## src/rtl/truth_table_sweep_pkg.sv

```systemverilog
// Shared types for the truth-table sweep checker: FSM state encoding and
// a sizing helper for the settle counter.
package truth_table_sweep_pkg;

  typedef enum logic [1:0] {
    ST_IDLE = 2'd0,
    ST_RUN  = 2'd1,
    ST_DONE = 2'd2
  } state_e;

  // A one-cycle settle window still needs a 1-bit counter to stay legal.
  function automatic int settle_width(input int settle_cycles);
    return (settle_cycles > 1) ? $clog2(settle_cycles) : 1;
  endfunction

endpackage

```

## src/rtl/truth_table_sweep_if.sv

```systemverilog
// Bundle between the sweep controller (slave) and the bench/functions side (master).
interface truth_table_sweep_if #(
  parameter int N_IN  = 2,
  parameter int N_OUT = 1
);
  // start is a level request with no ready: it is honoured on any edge where the
  // controller sits in IDLE or DONE and ignored in RUN. busy/done report progress.
  logic              start;
  logic              stop_on_first;
  logic [N_OUT-1:0]  cmp_mask;
  logic [N_IN-1:0]   vec;
  logic [N_OUT-1:0]  resp_a;
  logic [N_OUT-1:0]  resp_b;
  logic              busy;
  logic              done;
  logic              pass;
  logic [N_IN:0]     err_count;
  logic [N_IN-1:0]   first_err_vec;
  logic              first_err_valid;

  modport master (
    output start, stop_on_first, cmp_mask, resp_a, resp_b,
    input  vec, busy, done, pass, err_count, first_err_vec, first_err_valid
  );

  modport slave (
    input  start, stop_on_first, cmp_mask, resp_a, resp_b,
    output vec, busy, done, pass, err_count, first_err_vec, first_err_valid
  );
endinterface

```

## src/rtl/truth_table_sweep_tt_compare.sv

```systemverilog
// Masked per-bit comparison of two responses; X/Z on an enabled bit is a mismatch.
module tt_compare #(
  parameter int N_OUT = 1
) (
  input  logic [N_OUT-1:0] resp_a,
  input  logic [N_OUT-1:0] resp_b,
  input  logic [N_OUT-1:0] cmp_mask,
  output logic             mismatch
);

  always_comb begin
    mismatch = 1'b0;
    for (int i = 0; i < N_OUT; i++) begin
      if (cmp_mask[i] && (resp_a[i] !== resp_b[i])) mismatch = 1'b1;
    end
  end

endmodule

```

## src/rtl/truth_table_sweep.sv

```systemverilog
// Exhaustive sweep of an N_IN-input vector space comparing two implementations;
// counts mismatching vectors and captures the first one.
module truth_table_sweep
  import truth_table_sweep_pkg::*;
#(
  parameter int N_IN          = 2,
  parameter int N_OUT         = 1,
  parameter int SETTLE_CYCLES = 1
) (
  input  logic                 clk,
  input  logic                 reset,
  truth_table_sweep_if.slave   bus,
  output state_e               state_o
);

  localparam int SW = settle_width(SETTLE_CYCLES);

  state_e            state_q;
  logic [N_IN-1:0]   vec_q;
  logic [SW-1:0]     settle_q;
  logic [N_IN:0]     err_count_q;
  logic [N_IN:0]     err_count_d;
  logic [N_IN-1:0]   first_err_vec_q;
  logic              first_err_valid_q;
  logic              busy_q;
  logic              done_q;
  logic              pass_q;
  logic              stop_on_first_q;
  logic [N_OUT-1:0]  cmp_mask_q;
  logic              mismatch;
  logic              settle_hit;
  logic              last_vec;

  tt_compare #(.N_OUT(N_OUT)) u_cmp (
    .resp_a   (bus.resp_a),
    .resp_b   (bus.resp_b),
    .cmp_mask (cmp_mask_q),
    .mismatch (mismatch)
  );

  always_comb begin
    err_count_d = err_count_q + {{N_IN{1'b0}}, mismatch};
    settle_hit  = (settle_q == SW'(SETTLE_CYCLES - 1));
    last_vec    = &vec_q;
  end

  always_ff @(posedge clk) begin
    if (reset) begin
      state_q           <= ST_IDLE;
      vec_q             <= '0;
      settle_q          <= '0;
      err_count_q       <= '0;
      first_err_vec_q   <= '0;
      first_err_valid_q <= 1'b0;
      busy_q            <= 1'b0;
      done_q            <= 1'b0;
      pass_q            <= 1'b0;
      stop_on_first_q   <= 1'b0;
      cmp_mask_q        <= '0;
    end else begin
      case (state_q)
        ST_IDLE, ST_DONE: begin
          if (bus.start) begin
            state_q           <= ST_RUN;
            vec_q             <= '0;
            settle_q          <= '0;
            err_count_q       <= '0;
            first_err_vec_q   <= '0;
            first_err_valid_q <= 1'b0;
            busy_q            <= 1'b1;
            done_q            <= 1'b0;
            pass_q            <= 1'b0;
            stop_on_first_q   <= bus.stop_on_first;
            cmp_mask_q        <= bus.cmp_mask;
          end
        end
        ST_RUN: begin
          if (!settle_hit) begin
            settle_q <= settle_q + SW'(1);
          end else begin
            err_count_q <= err_count_d;
            if (mismatch && !first_err_valid_q) begin
              first_err_vec_q   <= vec_q;
              first_err_valid_q <= 1'b1;
            end
            // The sweep ends on the all-ones vector, so vec never wraps.
            if (last_vec || (stop_on_first_q && mismatch)) begin
              state_q <= ST_DONE;
              busy_q  <= 1'b0;
              done_q  <= 1'b1;
              pass_q  <= (err_count_d == '0);
            end else begin
              vec_q    <= vec_q + N_IN'(1);
              settle_q <= '0;
            end
          end
        end
        default: state_q <= ST_IDLE;
      endcase
    end
  end

  assign bus.vec             = vec_q;
  assign bus.busy            = busy_q;
  assign bus.done            = done_q;
  assign bus.pass            = pass_q;
  assign bus.err_count       = err_count_q;
  assign bus.first_err_vec   = first_err_vec_q;
  assign bus.first_err_valid = first_err_valid_q;
  assign state_o             = state_q;

endmodule

```

## src/flat_wrapper.sv

```systemverilog
// flat-port wrapper written by rule: the top's interface ports become plain ports
module truth_table_sweep_flat import truth_table_sweep_pkg::*;
#(
  parameter int N_IN          = 2,
  parameter int N_OUT         = 1,
  parameter int SETTLE_CYCLES = 1
)
  (clk, reset, state_o, bus_start, bus_stop_on_first, bus_cmp_mask, bus_resp_a, bus_resp_b, bus_vec, bus_busy, bus_done, bus_pass, bus_err_count, bus_first_err_vec, bus_first_err_valid);
  truth_table_sweep_if #(.N_IN(N_IN), .N_OUT(N_OUT)) bus_i ();
  input  logic clk;
  input  logic reset;
  output state_e state_o;
  input wire logic [$bits(bus_i.start)-1:0] bus_start;
  input wire logic [$bits(bus_i.stop_on_first)-1:0] bus_stop_on_first;
  input wire logic [$bits(bus_i.cmp_mask)-1:0] bus_cmp_mask;
  input wire logic [$bits(bus_i.resp_a)-1:0] bus_resp_a;
  input wire logic [$bits(bus_i.resp_b)-1:0] bus_resp_b;
  output wire logic [$bits(bus_i.vec)-1:0] bus_vec;
  output wire logic [$bits(bus_i.busy)-1:0] bus_busy;
  output wire logic [$bits(bus_i.done)-1:0] bus_done;
  output wire logic [$bits(bus_i.pass)-1:0] bus_pass;
  output wire logic [$bits(bus_i.err_count)-1:0] bus_err_count;
  output wire logic [$bits(bus_i.first_err_vec)-1:0] bus_first_err_vec;
  output wire logic [$bits(bus_i.first_err_valid)-1:0] bus_first_err_valid;
  assign bus_i.start = bus_start;
  assign bus_i.stop_on_first = bus_stop_on_first;
  assign bus_i.cmp_mask = bus_cmp_mask;
  assign bus_i.resp_a = bus_resp_a;
  assign bus_i.resp_b = bus_resp_b;
  assign bus_vec = bus_i.vec;
  assign bus_busy = bus_i.busy;
  assign bus_done = bus_i.done;
  assign bus_pass = bus_i.pass;
  assign bus_err_count = bus_i.err_count;
  assign bus_first_err_vec = bus_i.first_err_vec;
  assign bus_first_err_valid = bus_i.first_err_valid;
  truth_table_sweep #(.N_IN(N_IN), .N_OUT(N_OUT), .SETTLE_CYCLES(SETTLE_CYCLES)) u_core (.clk(clk), .reset(reset), .bus(bus_i), .state_o(state_o));
endmodule
```

## config.mk

```make
export PLATFORM = sky130hd
export DESIGN_NAME = truth_table_sweep_flat
export DESIGN_NICKNAME = d
export VERILOG_FILES = /design/src/rtl/truth_table_sweep_pkg.sv /design/src/rtl/truth_table_sweep_if.sv /design/src/rtl/truth_table_sweep_tt_compare.sv /design/src/rtl/truth_table_sweep.sv /design/src/flat_wrapper.sv
export SDC_FILE = /design/constraint.sdc
export NUM_CORES = 1
export LEC_CHECK = 0
export CAP_MARGIN = 20
export CORE_MARGIN = 2
export CORE_UTILIZATION = 45
export CTS_CLUSTER_SIZE = 14
export DETAILED_ROUTE_END_ITERATION = 10
export GPL_TIMING_DRIVEN = 0
export MAX_ROUTING_LAYER = met4
export PLACE_DENSITY_LB_ADDON = 0.2
export SETUP_SLACK_MARGIN = 0.15
export SLEW_MARGIN = 40
export SYNTH_ARGS = -nofsm -noshare
export SYNTH_HDL_FRONTEND = slang
export SYNTH_SLANG_ARGS = --single-unit
```

## constraint.sdc

```tcl
create_clock -name clk -period 5 [get_ports clk]
set_input_delay 0.75 -clock clk [delete_from_list [all_inputs] [get_ports clk]]
set_output_delay 0.75 -clock clk [all_outputs]
set_load 0.1 [all_outputs]
```

==> flow_metrics.py <==
metrics = {
    "global_routing": {
        "grt_max_degree": 11,
        "gr-total-overflow": 0,
        "track_usage": 0.1833,
        "grt_pass1_wl_um": 2449,
        "antenna_found_initial": 0,
        "grt_pass1_vias": 570,
    },
    "setup_path": {
        "arrival_ns": 2.78,
        "critPathMaxFanout": 6,
        "cp.required_ns": 5.23,
        "r2r_end": "u_core.bus.pass$_SDFFE_PP0P_",
        "crit_type": "primary input to flip-flop",
        "r2r_start": "u_core.cmp_mask_q$_SDFFE_PP0P_",
        "worst_setup_path_start_kind": "primary input",
        "reg2reg_setup_slack_ns": 3.23,
        "reg2reg_depth": 5,
        "crit_start": "bus_resp_b",
        "cp-end-kind": "flip-flop",
        "crit_path_end": "u_core.bus.pass$_SDFFE_PP0P_",
    },
    "drt": {
        "drt_iter0_markers": 8,
        "vias": 604,
        "wirelength_um": 1417,
        "ant_nets": 0,
        "vias_per_cell": 5.393,
        "wl_per_cell_um": 12.65,
        "drc": 0,
        "first_pass_iters": 4,
    },
    "yosys": {
        "syn_nets": 83,
        "synth-main-ff-cell": "dfxtp_1",
        "synthesis.area_um2": 706.9,
        "synth_cells": 73,
        "ys_ff_latch": 15,
        "syn-mean-instance-area_um2": 9.684,
        "yosysSeqAreaShare": 0.4248,
        "ys_warn_count": 0,
        "async_flop_share": 0,
        "synth_cell_type_count": 30,
        "synth-edff-count": 0,
    },
    "placed_design": {
        "place_inst": 108,
        "dp_hpwl_um": 1067,
        "io_buffers": 19,
        "pre_cts_ws_ns": 2.123,
        "place_congestion": 0.8570,
    },
    "clocking": {
        "cts_tree": "done",
        "clockBufferDepth": 2,
        "hold_buffers": 0,
        "htreeDepth": 1,
        "cts.clk_slew.worst_paths_ns": 0.09,
        "clock_latency_ns": 0.29,
        "cts_buffers": 3,
        "cts_root_buffer": "clkbuf_4",
        "post_cts_resized": 0,
        "postCtsSetupBuffers": 0,
        "cts.sinks": 15,
    },
    "sta": {
        "hold_viol": 0,
        "slew_headroom": 0.6791,
        "setup_viol_count_final": 0,
        "setup_tns_ns": 0,
        "rsz0062_at_grt": "no",
        "setup_slack_ns": 2.443,
        "fmax_ghz": 0.3911,
        "slew_violations": 0,
        "skew_ns": 0.003171,
        "fin_crit_sh": 0.5114,
        "finalCriticalPeriod_ns": 2.557,
        "tightest_slew_ns": 0.4846,
    },
    "power": {
        "total_power_uw": 249.9,
        "peakVddDrop_uv": 164.3,
        "power.density_mw_per_mm2": 284.1,
        "power.leakage_uw": 0.0004114,
    },
    "outcome": {
        "status": "finished, final reports clean",
    },
    "floorplan": {
        "initial_core_util": 0.4748,
        "fp.dieH_um": 43.64,
        "top_level_ports": 20,
        "num_rows": 14,
        "die_x_um": 43.64,
        "dieArea_mm2": 0.001904,
        "core_area_mm2": 0.001489,
    },
    "layout": {
        "stdcell_count": 112,
        "syn_to_final_growth_pct": 24.42,
        "fill_cells": 152,
        "antenna_cells": 0,
        "drive_gt1_frac": 0.2604,
        "nets": 107,
    },
    "min_path": {
        "min_path_cells": 2,
        "worstHoldPathType": "flip-flop to flip-flop",
    },
    "job": {
        "max_cap_violations": 0,
    },
}
[synthesized netlist by cell type (2+ instances only)]
master / count / area, um2
dfxtp_1: 15 / 300.3
nand2_1: 10 / 37.54
a21oi_1: 9 / 45.04
nand3_1: 5 / 25.02
ha_1: 3 / 37.54
nor2b_1: 3 / 18.77
and3_1: 2 / 12.51
inv_1: 2 / 7.510
mux2i_1: 2 / 20.02
nand2b_1: 2 / 12.51
[metal layers]
metal	global-route usage	part of all wire	up-vias	wire (um)
met2	0.2588	0.45	14	640
met5	-	0	-	0
met4	0.1273	0.028	0	39
li1	-	-	306	-
met1	0.2318	0.47	279	670
met3	0.03750	0.047	5	67
[sequential cells by signal (all words and copies together), names as in the netlist]
signal                      count
u_core.bus.first_err_vec        2
u_core.bus.busy                 1
u_core.bus.first_err_valid      1
u_core.cmp_mask_q               1
u_core.bus.done                 1
u_core.bus.vec                  2
u_core.bus.err_count            3
u_core.stop_on_first_q          1
u_core.bus.pass                 1
u_core.state_o                  2
[critical path: stages]
cell and delay [ns]:
clkdlybuf4s50_1 0.51, xor2_2 0.31, and2_1 0.19, ha_1 0.14
ha_1 0.23, or4_1 0.52, mux2i_1 0.13
[final cells by class]
cell class / instances / area, um2 / area share
inverters: 2 / 7.507 / 0.008535
multi-input cells: 54 / 390.4 / 0.4438
clock buffers: 3 / 22.52 / 0.02560
repair buffers: 19 / 125.1 / 0.1422
clock inverters: 1 / 5.005 / 0.005690
well taps: 16 / 20.02 / 0.02276
flip-flops and latches: 15 / 300.3 / 0.3414
plain buffers: 2 / 8.758 / 0.009957
[through the flow]
stage	area (um2)	utilization	hold slack, ns
after CTS	879.6	0.5908	0.4715
after floorplan	706.9	-	0.4791
after detailed placement	852.1	0.5723	0.4580
final	879.6	0.5908	0.4615
after global placement	917.1	0.6160	0.4437
after global routing	879.6	0.5908	0.4969
[layout by cell type, fill, tap and decap left out, types with 3 or more instances in the layout]
cell type / instances
a21oi_1: 9
buf_2: 14
clkbuf_4: 3
clkdlybuf4s50_1: 6
dfxtp_1: 15
ha_1: 3
nand2_1: 10
nand3_1: 5
nor2b_1: 3
[cell families after synthesis]
| logic type | count (synthesis) | share of synthesized area |
|---|---|---|
| muxes | 4 | 0.06548 |
| buffers and inverters | 4 | 0.02300 |
| and+or+nand+nor | 31 | 0.2478 |
| xor gates and xnor gates | 2 | 0.03541 |
| adders and majority gates | 3 | 0.05310 |
| DFF | 15 | 0.4248 |
| AOI/OAI and AO/OA | 14 | 0.1505 |
[how the worst min path moves through the flow]
stage                                              startpoint                                  end  slack [ns]
after global routing             u_core.bus.done$_SDFFE_PP0P_         u_core.bus.done$_SDFFE_PP0P_        0.50
after detailed placement         u_core.bus.done$_SDFFE_PP0P_         u_core.bus.done$_SDFFE_PP0P_        0.46
final                            u_core.bus.done$_SDFFE_PP0P_         u_core.bus.done$_SDFFE_PP0P_        0.46
after global placement           u_core.bus.done$_SDFFE_PP0P_         u_core.bus.done$_SDFFE_PP0P_        0.44
after CTS                        u_core.bus.done$_SDFFE_PP0P_         u_core.bus.done$_SDFFE_PP0P_        0.47
after floorplan           u_core.stop_on_first_q$_SDFFE_PP0P_  u_core.stop_on_first_q$_SDFFE_PP0P_        0.48
[power by group]
part | switching [uW] | internal, uW
clock network | 41.2 | 29.8
logic | 35.7 | 15.2
registers | 4.80 | 123
total | 81.6 | 168
(Power assumes the default switching activity.)
